**config.mk**
```make
export PLATFORM = sky130hd
export DESIGN_NAME = burst_cache
export DESIGN_NICKNAME = d
export VERILOG_FILES = /design/src/rtl/burst_cache_pkg.sv /design/src/rtl/burst_cache_line_store.sv /design/src/rtl/burst_cache.sv
export SDC_FILE = /design/constraint.sdc
export NUM_CORES = 2
export LEC_CHECK = 0
export ABC_AREA = 0
export CAP_MARGIN = 20
export CORE_MARGIN = 10
export CORE_UTILIZATION = 50
export CTS_CLUSTER_DIAMETER = 80
export DETAILED_ROUTE_END_ITERATION = 12
export PLACE_DENSITY_LB_ADDON = 0.25
export SLEW_MARGIN = 10
export SYNTH_ARGS = -nofsm -noshare
export SYNTH_HDL_FRONTEND = slang
export SYNTH_SLANG_ARGS = --single-unit
```
**constraint.sdc**
```tcl
create_clock -name clk -period 7.8 [get_ports clk]
set_input_delay 1.56 -clock clk [delete_from_list [all_inputs] [get_ports clk]]
set_output_delay 1.56 -clock clk [all_outputs]
set_load 0.03 [all_outputs]
```
**src/rtl/burst_cache_pkg.sv**
```systemverilog
// burst_cache_pkg: shared types and line-geometry constants for burst_cache.
//   state_t      : miss-handling FSM states
//   LineBytes    : bytes per cache line
//   WordsPerLine : 32-bit words per line
//   BeatsPerLine : 64-bit RAM beats per line
//   OffsetBits   : byte-offset bits inside a line
package burst_cache_pkg;

  typedef enum logic [1:0] {
    IDLE    = 2'd0,
    WB      = 2'd1,
    RD_CMD  = 2'd2,
    RD_WAIT = 2'd3
  } state_t;

  localparam int LineBytes    = 32;
  localparam int WordsPerLine = 8;
  localparam int BeatsPerLine = 4;
  localparam int OffsetBits   = $clog2(LineBytes);

endpackage

```
**src/rtl/burst_cache_line_store.sv**
```systemverilog
// burst_cache_line_store: data/tag/valid/dirty storage for the cache lines.
//   clk, rst_n    : clock, async active-low reset (clears valid and dirty only)
//   i_idx         : line index shared by the read port and all write ports
//   o_valid/o_dirty/o_tag/o_line : combinational view of line i_idx
//   i_word_*      : byte-enabled client word write (marks the line dirty)
//   i_fill_*      : fill beat write, two words per beat
//   i_tag_we/i_tag: line completion (tag written, valid set, dirty cleared)
module burst_cache_line_store
  import burst_cache_pkg::*;
#(
  parameter int LineIndexBitWidth = 1,
  parameter int TagBitWidth       = 26
) (
  input  logic                           clk,
  input  logic                           rst_n,
  input  logic [LineIndexBitWidth-1:0]   i_idx,
  output logic                           o_valid,
  output logic                           o_dirty,
  output logic [TagBitWidth-1:0]         o_tag,
  output logic [WordsPerLine*32-1:0]     o_line,
  input  logic                           i_word_we,
  input  logic [2:0]                     i_word_sel,
  input  logic [3:0]                     i_byte_en,
  input  logic [31:0]                    i_word_data,
  input  logic                           i_fill_we,
  input  logic [1:0]                     i_fill_beat,
  input  logic [63:0]                    i_fill_data,
  input  logic                           i_tag_we,
  input  logic [TagBitWidth-1:0]         i_tag
);

  localparam int NumLines = 1 << LineIndexBitWidth;

  logic [31:0]            r_data [NumLines*WordsPerLine];
  logic [TagBitWidth-1:0] r_tag  [NumLines];
  logic [NumLines-1:0]    r_valid;
  logic [NumLines-1:0]    r_dirty;

  assign o_valid = r_valid[i_idx];
  assign o_dirty = r_dirty[i_idx];
  assign o_tag   = r_tag[i_idx];

  for (genvar gi = 0; gi < WordsPerLine; gi++) begin : g_rd
    assign o_line[gi*32 +: 32] = r_data[{i_idx, 3'(gi)}];
  end

  // Data array is deliberately left out of reset.
  always_ff @(posedge clk) begin
    if (i_word_we) begin
      for (int b = 0; b < 4; b++) begin
        if (i_byte_en[b]) r_data[{i_idx, i_word_sel}][8*b +: 8] <= i_word_data[8*b +: 8];
      end
    end
    if (i_fill_we) begin
      r_data[{i_idx, i_fill_beat, 1'b0}] <= i_fill_data[31:0];
      r_data[{i_idx, i_fill_beat, 1'b1}] <= i_fill_data[63:32];
    end
  end

  always_ff @(posedge clk) begin
    if (i_tag_we) r_tag[i_idx] <= i_tag;
  end

  always_ff @(posedge clk or negedge rst_n) begin
    if (!rst_n) begin
      r_valid <= '0;
      r_dirty <= '0;
    end else begin
      if (i_word_we) r_dirty[i_idx] <= 1'b1;
      if (i_tag_we) begin
        r_valid[i_idx] <= 1'b1;
        r_dirty[i_idx] <= 1'b0;
      end
    end
  end

endmodule

```
**src/rtl/burst_cache.sv**
```systemverilog
// burst_cache: direct-mapped write-back write-allocate cache, 32-bit client
// side, 64-bit 4-beat burst RAM side.
//   clk, rst_n                         : clock, async active-low reset
//   enable/address/data_in/write_enable: client request (write_enable==0 reads)
//   data_out/data_out_ready/busy       : client response (busy while a miss runs)
//   br_cmd/br_cmd_en/br_addr           : burst command (0 read, 1 write)
//   br_wr_data/br_data_mask            : write beats, mask fixed to all bytes
//   br_rd_data/br_rd_data_valid        : read beats from the RAM
module burst_cache
  import burst_cache_pkg::*;
#(
  parameter int LineIndexBitWidth  = 1,
  parameter int RamAddressBitWidth = 10,
  parameter int RamAddressingMode  = 3
) (
  input  logic                          clk,
  input  logic                          rst_n,
  input  logic                          enable,
  input  logic [31:0]                   address,
  input  logic [31:0]                   data_in,
  input  logic [3:0]                    write_enable,
  output logic [31:0]                   data_out,
  output logic                          data_out_ready,
  output logic                          busy,
  output logic                          br_cmd,
  output logic                          br_cmd_en,
  output logic [RamAddressBitWidth-1:0] br_addr,
  output logic [63:0]                   br_wr_data,
  output logic [7:0]                    br_data_mask,
  input  logic [63:0]                   br_rd_data,
  input  logic                          br_rd_data_valid
);

  localparam int L    = LineIndexBitWidth;
  localparam int TagW = 32 - OffsetBits - L;

  state_t                          r_state;
  logic [$clog2(BeatsPerLine)-1:0] r_beat;
  logic [TagW-1:0]                 r_tag;
  logic [L-1:0]                    r_idx;
  logic                            r_br_cmd;
  logic                            r_br_cmd_en;
  logic [RamAddressBitWidth-1:0]   r_br_addr;
  logic [63:0]                     r_br_wr_data;

  logic [L-1:0]                    w_a_idx;
  logic [TagW-1:0]                 w_a_tag;
  logic [2:0]                      w_a_word;
  logic [L-1:0]                    w_idx;
  logic                            w_valid;
  logic                            w_dirty;
  logic [TagW-1:0]                 w_tag;
  logic [WordsPerLine*32-1:0]      w_line;
  logic                            w_hit;
  logic                            w_word_we;
  logic                            w_fill_we;
  logic                            w_tag_we;
  logic [1:0]                      w_next_beat;
  logic                            w_unused_addr_bits;

  assign w_a_word = address[4:2];
  assign w_a_idx  = address[OffsetBits +: L];
  assign w_a_tag  = address[31 -: TagW];
  assign w_unused_addr_bits = ^address[1:0];

  // Outside IDLE the store is addressed by the line latched at the miss.
  assign w_idx = (r_state == IDLE) ? w_a_idx : r_idx;

  burst_cache_line_store #(
    .LineIndexBitWidth(L),
    .TagBitWidth      (TagW)
  ) u_store (
    .clk        (clk),
    .rst_n      (rst_n),
    .i_idx      (w_idx),
    .o_valid    (w_valid),
    .o_dirty    (w_dirty),
    .o_tag      (w_tag),
    .o_line     (w_line),
    .i_word_we  (w_word_we),
    .i_word_sel (w_a_word),
    .i_byte_en  (write_enable),
    .i_word_data(data_in),
    .i_fill_we  (w_fill_we),
    .i_fill_beat(r_beat),
    .i_fill_data(br_rd_data),
    .i_tag_we   (w_tag_we),
    .i_tag      (r_tag)
  );

  function automatic logic [RamAddressBitWidth-1:0] ram_addr(input logic [31:0] byte_addr);
    logic [31:0] shifted;
    shifted = byte_addr >> RamAddressingMode;
    return shifted[RamAddressBitWidth-1:0];
  endfunction

  assign w_hit       = enable && w_valid && (w_tag == w_a_tag);
  assign w_word_we   = (r_state == IDLE) && w_hit && (|write_enable);
  assign w_fill_we   = (r_state == RD_WAIT) && br_rd_data_valid;
  assign w_tag_we    = w_fill_we && (r_beat == 2'd3);
  assign w_next_beat = r_beat + 2'd1;

  // Client outputs are held inactive while reset is asserted.
  assign data_out       = w_line[{w_a_word, 5'b0} +: 32];
  assign data_out_ready = rst_n && (r_state == IDLE) && w_hit;
  assign busy           = rst_n && ((r_state != IDLE) || (enable && !w_hit));

  assign br_cmd       = r_br_cmd;
  assign br_cmd_en    = r_br_cmd_en;
  assign br_addr      = r_br_addr;
  assign br_wr_data   = r_br_wr_data;
  assign br_data_mask = 8'h00;

  always_ff @(posedge clk or negedge rst_n) begin
    if (!rst_n) begin
      r_state      <= IDLE;
      r_beat       <= '0;
      r_tag        <= '0;
      r_idx        <= '0;
      r_br_cmd     <= 1'b0;
      r_br_cmd_en  <= 1'b0;
      r_br_addr    <= '0;
      r_br_wr_data <= '0;
    end else begin
      r_br_cmd_en <= 1'b0;
      case (r_state)
        IDLE: begin
          if (enable && !w_hit) begin
            r_tag       <= w_a_tag;
            r_idx       <= w_a_idx;
            r_beat      <= '0;
            r_br_cmd_en <= 1'b1;
            if (w_valid && w_dirty) begin
              // Evict: beat 0 goes out together with the write command.
              r_state      <= WB;
              r_br_cmd     <= 1'b1;
              r_br_addr    <= ram_addr({w_tag, w_a_idx, {OffsetBits{1'b0}}});
              r_br_wr_data <= w_line[63:0];
            end else begin
              r_state   <= RD_CMD;
              r_br_cmd  <= 1'b0;
              r_br_addr <= ram_addr({w_a_tag, w_a_idx, {OffsetBits{1'b0}}});
            end
          end
        end
        WB: begin
          if (r_beat == 2'd3) begin
            r_state     <= RD_CMD;
            r_beat      <= '0;
            r_br_cmd    <= 1'b0;
            r_br_cmd_en <= 1'b1;
            r_br_addr   <= ram_addr({r_tag, r_idx, {OffsetBits{1'b0}}});
          end else begin
            r_beat       <= w_next_beat;
            r_br_wr_data <= w_line[{w_next_beat, 6'b0} +: 64];
          end
        end
        RD_CMD: begin
          r_state <= RD_WAIT;
          r_beat  <= '0;
        end
        RD_WAIT: begin
          if (br_rd_data_valid) begin
            r_beat <= w_next_beat;
            if (r_beat == 2'd3) r_state <= IDLE;
          end
        end
        default: r_state <= IDLE;
      endcase
    end
  end

endmodule

```
Word-level counts from Yosys, hierarchy flattened:

Memory sizes are Yosys's and may differ from the RTL's.
Cells that the tools add are included.

* shift operators: 2
* muxes and demuxes: 53
* reduce and logical (&&, ||, !) cells: 24
* equal/unequal tests: 11
* $add $sub $neg: 1
* magnitude comparators: 2
* bitwise operators: 4

Operator list (number)
* indexed part select 256 x 9 -> 32 bit: 1
* indexed part select 256 x 9 -> 64 bit: 1
* two-way mux 64 bit: 3
* case mux 64 bit (2 select lines): 1
* two-way mux 32 bit: 1
* OR reduction 32 bit: 1
* two-way mux 10 bit: 3
* two-way mux 1 bit: 27
* == test 26 bit: 1
* two-way mux 2 bit: 10
* case mux 10 bit (2 select lines): 1
* case mux 2 bit (4 select lines): 2
* logical AND 1 bit: 12
* two-way mux 4 bit: 2
* AND reduction 4 bit: 2
* == test 2 bit, second input constant: 3
* inequality test 2 x 1 -> 1 bit, second input constant: 3
* inequality test 2 bit, second input constant: 3
* OR 2 bit: 2
* case mux 1 bit (2 select lines): 2
* AND reduction 2 bit: 2
* nonzero test 2 bit: 2
* OR reduction 4 bit: 1
* AND reduction 3 bit: 1
* other kinds (10): 10

* memories: 2
* bits in writable memories: 564
* word-level logic and storage cells: 109
* bits in registers: 111

Memory list
* u_store.r_data: depth 16, width 32, read ports 8, clocked after Yosys merged registers in 0, write ports 2, line burst_cache_line_store.sv:34 `logic [31:0] r_data [NumLines*WordsPerLine];`
* u_store.r_tag: depth 2, width 26, read ports 1, clocked after Yosys merged registers in 0, write ports 1, line burst_cache_line_store.sv:35 `logic [TagBitWidth-1:0] r_tag [NumLines];`

Depth between registers and ports, before layout:

* depth in word-level cells: 11
* gate-level depth with buffers: 15
* depth with buffers taken out: 10

Modules after synthesis:

From an unflattened synthesis, not the netlist that was laid out.

* cells, all modules: 2511
* area total of the unflattened synthesis: 35933.2 µm²

Modules (own cells, without submodules)
* burst_cache_line_store: area each 27448.8 µm², cells an instance 1610, seq. area each 17036.3 µm², times used 1
* burst_cache: area each 8484.4 µm², cells an instance 901, seq. area each 2627.5 µm², times used 1

Worst setup path before layout:

Ideal clock, no wire load.

* path kind: in2out
* from: in address[5]
* to: out data_out[13]
* setup slack: 2.442 ns
* stages on the path: 12
* data required time: 6.240 ns
* arrival time: 3.798 ns
* cells stage by stage: mux2i_4 buf_2 buf_2 buf_2 buf_2 clkbuf_1 nand2_1 nand3b_1 a21oi_1 a21oi_1 nor2_1 a21oi_1

* cells in the longest elaborated chain, start to end: 3

RTL lines
* from (decl): line burst_cache.sv:19 `input logic [31:0] address,`
* two-way mux 1 bit: line burst_cache.sv:67 `assign w_idx = (r_state == IDLE) ? w_a_idx : r_idx;`
* memory read (16 x 32 bit)
* indexed part select 256 x 9 -> 32 bit: line burst_cache.sv:104 `assign data_out = w_line[{w_a_word, 5'b0} +: 32];`
* to (decl): line burst_cache.sv:22 `output logic [31:0] data_out,`

Every way passes these cells.

Worst setup path in the final report:

* from: in address[5]
* to: out data_out[18]

Same word-level chain as after synthesis.

==> results.yml <==
place:
  dp_cells: 4475
  gp_congestion: 0.8760
  dpl.hpwl_um: 72130
  port_buffers: 241
job:
  maxCapViolCount: 0
cts:
  cts_buffer_depth: 3
  cts_root_buffer: "clkbuf_16"
  ctsHtreeMaxLevel: 3
  numClockSinks: 673
  cts_resized: 0
  cts_tree: "yes"
  clk_latency_ns: 0.63
  cts_buffers: 74
  postCtsSetupBuffers: 0
  clkTransAtPathRegs_ns: 0.06
  hold_buffers: 0
floorplan:
  core-area_um2: 70030
  die_h_um: 285.6
  fp.dieW_um: 285.6
  die_area_um2: 81560
  core.rowCount: 97
  start_util_pct: 50.36
  io_pins: 254
critical_path:
  path_class: "primary input to output pin"
  cpMaxStageDelayCell: "clkdlybuf4s50_1"
  cp-end-kind: "output pin"
  critPathBufInv: 5
  crit_cells: 9
  arrival_ns: 5.43
  worstPathCellList: "clkdlybuf4s50_1, mux2i_4, buf_16, buf_4, buf_4, mux2i_1, a21oi_1, mux4_2, clkdlybuf4s50_1"
  cp-start-kind: "primary input"
  critPathTopFamily: "buffers and inverters"
  r2r_cells: 11
  critPathMaxFanout: 36
  cp.required_ns: 6.24
  slowest_delay_ns: 0.62
drt:
  via_per_inst: 5.907
  ant_nets: 0
  dr.pass1.iters: 7
  wl_per_cell_um: 24.72
  drtIter0Drc: 3577
  drc: 0
  met2RoutedLength_um: 52060
  vias: 27280
  wl_met3_um: 13160
  routedLengthMet1_um: 43900
  wl_um: 114200
  top_layer: "met5"
finish:
  nNetsFinal: 3755
  drive_above_1_share_pct: 9.148
  area_growth_pct: 15.19
  utilization_pct: 58.01
  fin_cells: 4618
hold_path:
  hp-class: "flop to flop"
  min_path_cells: 0
yosys:
  post_synth_num_cell_types: 60
  synth_most_common_cell: "nand2_1"
  synth-main-ff-cell: "edfxtp_1"
  synth_area_leaders: "edfxtp_1, nand2_1, mux2i_1, dfrtp_1, mux4_2"
  yosysWarnings: 0
  synth_edf_count: 564
  synth.avg_cell_area_um2: 10.07
  synth_seq_cells: 673
  async_reset_ff_share_pct: 16.20
  synth_area_leader_cell: "edfxtp_1"
  synthCells: 3503
  synth_top_area_share_pct: 48.02
  yosysSeqAreaShare_pct: 55.76
  syn_area_um2: 35270
  synth_common_cells: "nand2_1, edfxtp_1, mux2i_1"
timing:
  setup_viol: 0
  whs_ns: 0.4627
  final.period_utilization_pct: 89.68
  relSlewSlack_pct: 17.54
  final.setup.tns_ns: 0
  finalHoldViolations: 0
  fin_skew_ns: 0.02379
  tightest_slew_ns: 1.237
  max_clock_freq_mhz: 143.0
  finalMaxSlewViolations: 0
  post-route-min-period_ns: 6.995
  rsz0062_at_grt: "no"
global_route:
  grt_max_degree: 69
  grt_pass1_vias: 26070
  track_usage_pct: 27.20
  grt-ovfl-total: 0
  grt_pass1_wl_um: 166500
  antenna_found_initial: 16
power_and_ir_drop:
  power_leakage_nw: 16.49
  powerDensity_nw_per_um2: 344.8
  power_mw: 14.01
  ir_drop_mv: 0.2972
outcome:
  outcome: "finished clean"
==> state kept, by name (all words and copies together), names as in the netlist <==
name / cells
u_store.r_valid: 2
br_addr: 8
u_store.r_dirty: 2
r_beat: 2
br_cmd: 1
u_store.r_tag: 52
r_state: 2
br_wr_data: 64
u_store.r_data: 512
br_cmd_en: 1
r_idx: 1
r_tag: 26
==> cell usage in the layout, fill, tap and decap left out, drive strengths merged, types with 9 or more instances in the layout <==
master and count:
a221oi 59, conb 10, clkinv 26, buf 119, o22ai 59, a21oi 71, and3 9, nor2 89
mux4 34, mux2 43, edfxtp 564, nand2 1514, clkbuf 106, o21ai 91, xnor2 15, inv 15
mux2i 331, a22o 62, clkdlybuf4s50 237, nand3 15, dfrtp 109
==> metrics by stage <==
stage / instance area, um2 / setup slack (ns)
floorplan: 35300 / 2.442
detailed placement: 38270 / 0.8011
CTS: 40580 / 0.7937
global placement: 38250 / 0.5201
global route: 40620 / 0.6699
finish: 40620 / 0.8053
==> worst register-to-register path, cell delays in order, from the launching register on <==
cell	delay (ns)
dfrtp_1	0.42
inv_1	0.16
ha_1	0.39
mux2i_4	0.68
buf_16	0.24
mux2i_1	0.40
o2bb2ai_1	0.14
nor4_1	0.48
and4_1	0.34
and3_1	0.47
nand2_4	0.23
o21ai_2	0.85
==> final timing paths <==
path	startpoint	endpoint	slack [ns]
worst max register to register	r_state[1]	u_store.r_data[9][19]	2.59
min in group asynchronous	rst_n	r_tag[14]	0.83
worst max-delay path	address[5]	data_out[18]	0.81
max in group asynchronous	rst_n	br_wr_data[50]	5.94
worst min register to register	r_tag[23]	u_store.r_tag[0][23]	0.46
worst min-delay path	r_tag[23]	u_store.r_tag[0][23]	0.46
==> where the power goes <==
part / leakage (nW) / internal (mW) / total, mW / switching [mW]
sequential: 6.40 / 4.41 / 4.65 / 0.235
combinational: 8.95 / 2.26 / 5.96 / 3.70
clock: 1.13 / 1.94 / 3.39 / 1.45
total: 16.5 / 8.62 / 14.0 / 5.39
==> metal layers <==
| metal | up-vias | global-route usage [%] |
|---|---|---|
| met5 | - | 0 |
| met3 | 346 | 6.018 |
| met1 | 12900 | 35.83 |
| met2 | 1662 | 42.84 |
| met4 | 20 | 11.90 |
| li1 | 12350 | - |
==> layout make-up <==
class / count / area, um2
fill: 5872 / 29410
sequential: 673 / 19670
multi-input combinational: 2495 / 14080
timing repair buffer: 356 / 3328
clock buffer: 106 / 2138
tap: 940 / 1176
clock inverter: 30 / 171.4
inverter: 13 / 48.80
antenna: 5 / 12.51
==> cell families (layout without fill, tap and decap cells) <==
group / Yosys count / after routing / share of synthesized area [%]
buffers and inverters: 344 / 505 / 4.825
AND/OR/NAND/NOR: 1670 / 1670 / 18.36
other: 1 / 15 / 0.01063
AO/OA/AOI/OAI: 381 / 381 / 7.341
flip-flops: 673 / 673 / 55.76
adder cells (fa/ha/maj): 6 / 6 / 0.2129
multiplexers: 408 / 408 / 13.00
XOR/XNOR: 20 / 20 / 0.4967
Power figures use the tool's default switching activity.
